==> config.mk <==
export PLATFORM = sky130hd
export DESIGN_NAME = can_transmitter
export DESIGN_NICKNAME = d
export VERILOG_FILES = /design/src/rtl/can_transmitter.sv
export SDC_FILE = /design/constraint.sdc
export NUM_CORES = 1
export LEC_CHECK = 0
export CAP_MARGIN = 20
export CORE_AREA = 5 5 132 134
export CTS_BUF_LIST = sky130_fd_sc_hd__clkbuf_2
export DETAILED_ROUTE_END_ITERATION = 8
export DIE_AREA = 0 0 137 139
export PLACE_DENSITY = 0.71
export SKIP_LAST_GASP = 1
export SLEW_MARGIN = 20
export SYNTH_ARGS = -nofsm -noshare
export SYNTH_HDL_FRONTEND = slang
export SYNTH_SLANG_ARGS = --single-unit
export TNS_END_PERCENT = 50
==> constraint.sdc <==
create_clock -name clk -period 4.3 [get_ports clk]
set_input_delay 0.86 -clock clk [delete_from_list [all_inputs] [get_ports clk]]
set_output_delay 0.86 -clock clk [all_outputs]
set_load 0.03 [all_outputs]
==> src/rtl/can_transmitter.sv <==
`default_nettype none
// ============================================================================
//  Module      : can_transmitter
//  Description : CAN 2.0A/2.0B frame serializer. Produces the unstuffed frame
//                bit stream, the CRC-15, arbitration-loss detection and
//                ACK-slot checking. Bit stuffing itself is done externally.
//  Revision    : 1.0 - initial release
// ----------------------------------------------------------------------------
//  Ports
//    clk, rst          clock / asynchronous active-high reset
//    tx_point          one-cycle strobe at each bit boundary
//    sample_point      one-cycle strobe at the bus sample instant
//    rx_bit            bus level at sample_point (0 = dominant)
//    insert_stuff_bit  external stuffer owns the current bit time
//    tx_start          frame request (accepted only when idle)
//    tx_id_std/ext, tx_ide, tx_rtr, tx_dlc, tx_data   frame content
//    tx_bit            unstuffed frame bit (1 = recessive)
//    stuff_enable      high from SOF through the last CRC bit
//    tx_busy, tx_done, arb_lost, ack_error   status
// ============================================================================
module can_transmitter (
    input  logic        clk,
    input  logic        rst,
    input  logic        tx_point,
    input  logic        sample_point,
    input  logic        rx_bit,
    input  logic        insert_stuff_bit,
    input  logic        tx_start,
    input  logic [10:0] tx_id_std,
    input  logic [17:0] tx_id_ext,
    input  logic        tx_ide,
    input  logic        tx_rtr,
    input  logic [3:0]  tx_dlc,
    input  logic [63:0] tx_data,
    output logic        tx_bit,
    output logic        stuff_enable,
    output logic        tx_busy,
    output logic        tx_done,
    output logic        arb_lost,
    output logic        ack_error
);

    localparam logic [14:0] C_CRC_POLY = 15'h4599;

    typedef enum logic [4:0] {
        IDLE        = 5'd0,  WAIT_SOF    = 5'd1,  SOF   = 5'd2,  ID_STD = 5'd3,
        RTR_1       = 5'd4,  IDE         = 5'd5,  ID_EXT = 5'd6, RTR_2  = 5'd7,
        R_1         = 5'd8,  R_0         = 5'd9,  DLC   = 5'd10, DATA   = 5'd11,
        CRC         = 5'd12, CRC_DELIMIT = 5'd13, ACK   = 5'd14, ACK_DELIMIT = 5'd15,
        EOF         = 5'd16, IFS         = 5'd17
    } state_t;

    state_t      state_q,  state_d;
    logic [5:0]  cnt_q,    cnt_d;
    logic [10:0] id_std_q, id_std_d;
    logic [17:0] id_ext_q, id_ext_d;
    logic        ide_q,    ide_d;
    logic        rtr_q,    rtr_d;
    logic [3:0]  dlc_q,    dlc_d;
    logic [63:0] data_q,   data_d;
    logic [14:0] crc_q,    crc_d;
    logic        busy_q,   busy_d;
    logic        done_q,   done_d;
    logic        arb_q,    arb_d;
    logic        ack_err_q, ack_err_d;

    // Bit-select indices, sized to their target vectors (MSB first).
    logic [3:0]  w_idx_std;
    logic [4:0]  w_idx_ext;
    logic [1:0]  w_idx_dlc;
    logic [5:0]  w_idx_data;
    logic [3:0]  w_idx_crc;
    logic [3:0]  w_nbytes;
    logic [6:0]  w_data_bits;
    logic        w_adv;
    logic        w_arb_field;
    logic        w_crc_field;
    logic        w_crc_nxt;

    assign w_idx_std   = 4'd10 - cnt_q[3:0];
    assign w_idx_ext   = 5'd17 - cnt_q[4:0];
    assign w_idx_dlc   = 2'd3  - cnt_q[1:0];
    assign w_idx_data  = 6'd63 - cnt_q;
    assign w_idx_crc   = 4'd14 - cnt_q[3:0];

    // DLC codes 9..15 still carry only 8 data bytes.
    assign w_nbytes    = dlc_q[3] ? 4'd8 : dlc_q;
    assign w_data_bits = {w_nbytes, 3'b000};

    // Stuff bit times do not belong to the frame: nothing moves during them.
    assign w_adv       = tx_point & ~insert_stuff_bit;

    // IDE is only an arbitration bit in extended frames (it follows SRR there).
    assign w_arb_field = (state_q inside {ID_STD, RTR_1, ID_EXT, RTR_2}) ||
                         (state_q == IDE && ide_q);
    assign w_crc_field = state_q inside {SOF, ID_STD, RTR_1, IDE, ID_EXT, RTR_2,
                                         R_1, R_0, DLC, DATA};
    assign w_crc_nxt   = tx_bit ^ crc_q[14];

    assign stuff_enable = state_q inside {SOF, ID_STD, RTR_1, IDE, ID_EXT, RTR_2,
                                          R_1, R_0, DLC, DATA, CRC};
    assign tx_busy      = busy_q;
    assign tx_done      = done_q;
    assign arb_lost     = arb_q;
    assign ack_error    = ack_err_q;

    // Frame bit is a pure function of state and bit counter.
    always_comb begin
        tx_bit = 1'b1;
        case (state_q)
            SOF:     tx_bit = 1'b0;
            ID_STD:  tx_bit = id_std_q[w_idx_std];
            RTR_1:   tx_bit = ide_q ? 1'b1 : rtr_q;   // SRR in extended frames
            IDE:     tx_bit = ide_q;
            ID_EXT:  tx_bit = id_ext_q[w_idx_ext];
            RTR_2:   tx_bit = rtr_q;
            R_1:     tx_bit = 1'b0;
            R_0:     tx_bit = 1'b0;
            DLC:     tx_bit = dlc_q[w_idx_dlc];
            DATA:    tx_bit = data_q[w_idx_data];
            CRC:     tx_bit = crc_q[w_idx_crc];
            default: tx_bit = 1'b1;
        endcase
    end

    always_comb begin
        state_d   = state_q;
        cnt_d     = cnt_q;
        id_std_d  = id_std_q;
        id_ext_d  = id_ext_q;
        ide_d     = ide_q;
        rtr_d     = rtr_q;
        dlc_d     = dlc_q;
        data_d    = data_q;
        crc_d     = crc_q;
        busy_d    = busy_q;
        done_d    = 1'b0;
        arb_d     = 1'b0;
        ack_err_d = ack_err_q;

        if (state_q == IDLE) begin
            if (tx_start) begin
                id_std_d  = tx_id_std;
                id_ext_d  = tx_id_ext;
                ide_d     = tx_ide;
                rtr_d     = tx_rtr;
                dlc_d     = tx_dlc;
                data_d    = tx_data;
                crc_d     = '0;
                cnt_d     = '0;
                busy_d    = 1'b1;
                ack_err_d = 1'b0;
                state_d   = WAIT_SOF;
            end
        end else if (sample_point && w_arb_field && tx_bit && !rx_bit) begin
            // Sent recessive, saw dominant: another node wins arbitration.
            state_d = IDLE;
            cnt_d   = '0;
            busy_d  = 1'b0;
            arb_d   = 1'b1;
        end else begin
            if (sample_point && state_q == ACK && rx_bit) begin
                ack_err_d = 1'b1;
            end
            if (w_adv) begin
                if (w_crc_field) begin
                    crc_d = {crc_q[13:0], 1'b0} ^ (w_crc_nxt ? C_CRC_POLY : 15'h0);
                end
                cnt_d = cnt_q + 6'd1;
                case (state_q)
                    WAIT_SOF:    state_d = SOF;
                    SOF:         state_d = ID_STD;
                    ID_STD:      if (cnt_q == 6'd10) state_d = RTR_1;
                    RTR_1:       state_d = IDE;
                    IDE:         state_d = ide_q ? ID_EXT : R_0;
                    ID_EXT:      if (cnt_q == 6'd17) state_d = RTR_2;
                    RTR_2:       state_d = R_1;
                    R_1:         state_d = R_0;
                    R_0:         state_d = DLC;
                    DLC:         if (cnt_q == 6'd3)
                                     state_d = (rtr_q || dlc_q == 4'd0) ? CRC : DATA;
                    DATA:        if ({1'b0, cnt_q} == w_data_bits - 7'd1) state_d = CRC;
                    CRC:         if (cnt_q == 6'd14) state_d = CRC_DELIMIT;
                    CRC_DELIMIT: state_d = ACK;
                    ACK:         state_d = ACK_DELIMIT;
                    ACK_DELIMIT: state_d = EOF;
                    EOF:         if (cnt_q == 6'd6) state_d = IFS;
                    IFS: begin
                        if (cnt_q == 6'd2) begin
                            state_d = IDLE;
                            busy_d  = 1'b0;
                            done_d  = 1'b1;
                        end
                    end
                    default:     state_d = IDLE;
                endcase
                // Every field starts counting its bits from zero.
                if (state_d != state_q) begin
                    cnt_d = '0;
                end
            end
        end
    end

    always_ff @(posedge clk or posedge rst) begin
        if (rst) begin
            state_q   <= IDLE;
            cnt_q     <= '0;
            id_std_q  <= '0;
            id_ext_q  <= '0;
            ide_q     <= 1'b0;
            rtr_q     <= 1'b0;
            dlc_q     <= '0;
            data_q    <= '0;
            crc_q     <= '0;
            busy_q    <= 1'b0;
            done_q    <= 1'b0;
            arb_q     <= 1'b0;
            ack_err_q <= 1'b0;
        end else begin
            state_q   <= state_d;
            cnt_q     <= cnt_d;
            id_std_q  <= id_std_d;
            id_ext_q  <= id_ext_d;
            ide_q     <= ide_d;
            rtr_q     <= rtr_d;
            dlc_q     <= dlc_d;
            data_q    <= data_d;
            crc_q     <= crc_d;
            busy_q    <= busy_d;
            done_q    <= done_d;
            arb_q     <= arb_d;
            ack_err_q <= ack_err_d;
        end
    end

endmodule
`default_nettype wire

After elaboration in Yosys (flattened, before gate mapping) --
Index checks and enable logic that the tools add are counted.
Operators by class: add/sub/neg operators 7, multipliers 0, divide/modulo/power cells 0, magnitude comparators 5, equality and inequality tests 27, shifts and indexed selects 0, multiplexer cells 58, bitwise gates (word level) 4, reduce and logical (&&, ||, !) cells 26
Operator list (count):
- $mux W15 | 6
- $pmux W5 S17 | 1
- $mux W5 | 14
- $eq A5 B4 Y1 const B | 8
- $mux W6 | 5
- $mux W1 | 23
- $eq A5 B3 Y1 const B | 4
- $xor A15 B15 Y15 | 1
- $eq A6 B2 Y1 const B | 2
- $eq A6 B4 Y1 const B | 2
- $reduce_bool A11 Y1 | 1
- $eq A5 B2 Y1 const B | 2
- $eq A5 B5 Y1 const B | 2
- $lt A4 B5 Y1 const B | 2
- $reduce_bool A10 Y1 | 1
- $pmux W1 S9 | 1
- $reduce_bool A3 Y1 | 3
- $bmux W1 S4 | 2
- $mux W4 | 2
- $reduce_and A4 Y1 | 2
- $sub A4 B4 Y4 const A | 2
- $eq A6 B7 Y1 | 1
- $lt A6 B7 Y1 const B | 1
- $sub A7 B1 Y7 const B | 1
- 28 further kinds | 38
Word-level totals: bits in registers 129, bits in latches 0, RAM bits 0, memory bits (read-only) 0, input bits 106, output and inout port bits 6, memories kept 0

Logic depth before layout (Yosys ltp) --
Gate-level depths: netlist (run 1).
depth after elaboration 13, gate-level depth with buffers 15, gate-level depth less buffers 11

Worst setup path after synthesis (run 1) --
OpenSTA, ideal clock, no wires.
path kind register -> output, start register cnt_q[0], end output port tx_bit, arrival time 2.805 ns, required time 3.440 ns, slack 0.635 ns, stages on the path, launching flop included 12, buffers on the path 3, path through dfrtp_1 > buf_6 > inv_2 > ha_1 > clkbuf_1 > mux4_2 > nor2b_4 > a2111oi_2 > and4b_1 > nor4_2 > nand3_1 > buf_2
Between the ends: word-level cells in the longest chain between the ends 4, elaborated cells between the ends (all ways) 16, those cells by class 5 x add/sub; 11 x mux
RTL lines:
- start: declaration | RTL line 54 | logic [5:0] cnt_q, cnt_d;
- start signal: assignment | RTL line 222 | cnt_q <= cnt_d;
- $sub A6 B6 Y6 (tied with other cells) | RTL line 83 | assign w_idx_data = 6'd63 - cnt_q;
- $bmux W1 S6 (tied with other cells) | RTL line 120 | DATA: tx_bit = data_q[w_idx_data];
- $mux W1 (on tied branches)
- $pmux W1 S9 * | RTL line 110 | case (state_q)
- end: declaration | RTL line 35 | output logic tx_bit,
Every way passes the cells marked *; elsewhere a longest branch is shown, timed or not. The select of a mux whose other input is x is not followed.

Worst setup path in the final report (run 1) --
start register cnt_q[1], end output port tx_bit
Same word-level chain as after synthesis.

==> run metrics, run 1 <==
RSZ-0062 raised after global routing no; Clock power frac 14.6%; largest cells by area after synthesis dfrtp_1 (45%), nand2_1 (17%), mux2i_1 (6.1%); gp weighted congestion 0.917; Place WS 499 ps; Setup crit end kind output port; Adder-Cell Fraction of Synth Area 1.41%; cell count after synthesis 810; Slew @ Worst Pin 1060 ps; # DRC 0; Port-buffer cells 111; post-place instance area 8380 um^2; part of the power in registers 39.5%; Pre-Repair DR Iteration Count 5; layout cells sized above 1 10.1%; clock tree sinks 129; die area 19,000 um^2; min cycle time layout 4100 ps; Die X 137 um; I/O pin count 112; Hold Vio Cnt, Final 0; hold crit path type in2async; Clock Latency Late Sink 730 ps; Initial Util 43.9%; achievable frequency 244 MHz; crit path kind reg2out; pwr dens 632 nW/um^2; P_sw 2280 uW; most numerous cell in the Yosys netlist nand2_1; max_cap viols 0; internal power 3250 uW; Setup-failing EPs final 0; peak supply drop 0.262 mV; Period Utilization, post-route 95.4%; H-tree depth 4; clk root buf clkbuf_2; Synth warnings 0; Bufs on Longest Clock Path 2; Net Count, Synth 924; multiplexer share of the synthesized area 11.4%; initial antenna violation count 1; async set-reset flop share out of synthesis 100%; first-pass GRT wire length 30,800 um; initial DRC count 399; final setup margin 196 ps; Layout area overhead 23.2%; Setup crit start kind flip-flop; maximum fanout along the worst path 29; simple-gate share of the synthesized area 26.8%; leakage power 0.00405 uW; DR vias 6,013; CTS tree yes; Clock Skew 41.1 ps; EDFF count, synth 0; vias in the first global route 5,887; Syn Area/Cell 8.77 um^2; dpl hpwl 13,400 um; Cells after DPL 1,104; CTS buffer count 17; largest family of logic cells by synthesized area simple AND/OR/NAND/NOR gates; Clock transition at path regs 200 ps; Core Footprint 16,200 um^2; Slew Viols, Final 0; R2R cell count 9; Die Y 139 um; number of synthesized register bits 129; Avg WL per Cell 16.4 um; sw frac 41.2%; Synth Area in Compound Gates 8.62%; placement row count 47; largest net degree at the start of global routing 105; ANT nets after route 0; all-layer global routing usage 20.3%; NumNets Final 1,021; top post-synthesis cells by count nand2_1 (326), dfrtp_1 (129), mux2i_1 (43), clkbuf_1 (35), o21ai_0 (18); total negative slack 0 ps; final WL 18,700 um; post-synth top area share 45.5%; Avg Vias per Cell 5.27; Post-Synth XOR/XNOR Area 1.85%; worst rel slew slack 29.1%; Cell variety after synth 68; status finished clean; cell area after synthesis 7100 um^2; global route overflow 0; Final Power 5530 uW; Synth Flop Type dfrtp_1; fin area 8750 um^2; combinational power share 45.9%; Final Non-Filler Cells 1,141; Synth area leader dfrtp_1; register area share after synthesis 45.5%; required time worst endpoint 3440 ps; crit path DAT 3240 ps
## layer usage
layer | GRT usage, % | vias up | share of wire (%)
met2 | 30.4 | 161 | 47
met5 | 0 | - | 0
met1 | 29.4 | 2900 | 46
li1 | - | 2929 | -
met3 | 4.75 | 23 | 5.7
met4 | 6.09 | 0 | 1.5
## critical path, stage by stage, from the launching register on
cell and delay, ps:
dfrtp_2 510, buf_6 340, mux4_2 580, o21ai_0 200
a211oi_1 140, nor4_2 350, nand3_1 190, buf_6 190
## logic make-up after synthesis
logic type,count (synthesis)
AO/OA/AOI/OAI,89
XOR/XNOR,15
adder cells (fa/ha/maj),8
buffers and inverters,70
flip-flops,129
multiplexers,64
AND/OR/NAND/NOR,435
## through the flow
stage / util (%) / hold WS (ps)
final: 54.1 / 422
after global routing: 54.1 / 379
after CTS: 53.6 / 372
after detailed placement: 51.8 / 455
after global placement: 51.8 / 451
after floorplan: - / 438
## power by group through the flow
stage          logic (uW)  clock network [uW]  registers (uW)
2_1_floorplan        1960                   0            2000
3_3_place_gp         2430                   0            2190
3_5_place_dp         2490                   0            2200
4_1_cts              2510                 832            2170
5_1_grt              2820                 883            2250
6_report             2540                 807            2180
## final timing paths
check | startpoint | endpoint | slack, ps
max | cnt_q[1]$_DFFE_PP0P_ | tx_bit | 200
min | rst | arb_lost$_DFF_PP0_ | 420
max reg2reg | cnt_q[1]$_DFFE_PP0P_ | crc_q[11]$_DFFE_PP0P_ | 1000
min reg2reg | id_ext_q[13]$_DFFE_PP0P_ | id_ext_q[13]$_DFFE_PP0P_ | 500
max in group asynchronous | rst | cnt_q[2]$_DFFE_PP0P_ | 3130
min in group clk | id_ext_q[13]$_DFFE_PP0P_ | id_ext_q[13]$_DFFE_PP0P_ | 500
## flip-flops by register name (all words and copies together) (netlist names)
| register | cells |
|---|---|
| dlc_q | 4 |
| tx_done | 1 |
| id_std_q | 11 |
| ide_q | 1 |
| tx_busy | 1 |
| cnt_q | 6 |
| data_q | 64 |
| arb_lost | 1 |
| ack_error | 1 |
| crc_q | 15 |
| rtr_q | 1 |
| id_ext_q | 18 |
| state_q | 5 |
## layout by cell type, fill, tap and decap left out, drive strengths merged, types with 4 or more instances in the layout
cell | synthesis | final
xnor2 | 13 | 13
dfrtp | 129 | 129
ha | 8 | 8
mux2i | 43 | 43
a22oi | 10 | 10
a2111oi | 4 | 4
nor2b | 11 | 11
nand3 | 14 | 14
nand3b | 4 | 4
a31oi | 5 | 5
nor3 | 12 | 12
o21ai | 20 | 20
a21oi | 16 | 16
and3 | 11 | 11
clkinv | 0 | 7
o2bb2ai | 5 | 5
mux2 | 9 | 9
nand2b | 10 | 10
nand4 | 4 | 4
buf | 15 | 18
nor2 | 18 | 18
inv | 20 | 20
clkbuf | 35 | 20
mux4 | 12 | 12
nand2 | 326 | 326
clkdlybuf4s50 | 0 | 110
nor4 | 7 | 7
## layout make-up
cell class                 instances  area, um^2
tap                              220         275
fill                            1522        7420
timing repair buffer             128        1260
clock inverter                    12         160
antenna                            1        2.50
multi-input combinational        611        3640
sequential                       129        3230
inverter                          20        81.3
clock buffer                      20         100
## what timing repair did
item / 4_1_cts / 5_1_grt
resized for setup: 4 / 16
setup buffers: 1 / 3
endpoints found under the setup margin: 1 / 1
pin swaps: 1 / 2
hold buffers: 0 / 0
Note: power is estimated with default switching activity, not from simulation.
==> run 2, diff against run 1 <==
--- a/config.mk
+++ b/config.mk
@@ -16,4 +16,4 @@
 export SYNTH_ARGS = -nofsm -noshare
 export SYNTH_HDL_FRONTEND = slang
 export SYNTH_SLANG_ARGS = --single-unit
-export TNS_END_PERCENT = 50
+export TNS_END_PERCENT = 5
==> results of run 2 <==
Same layout as run 1: the final DEF is identical, and so are final timing and power.
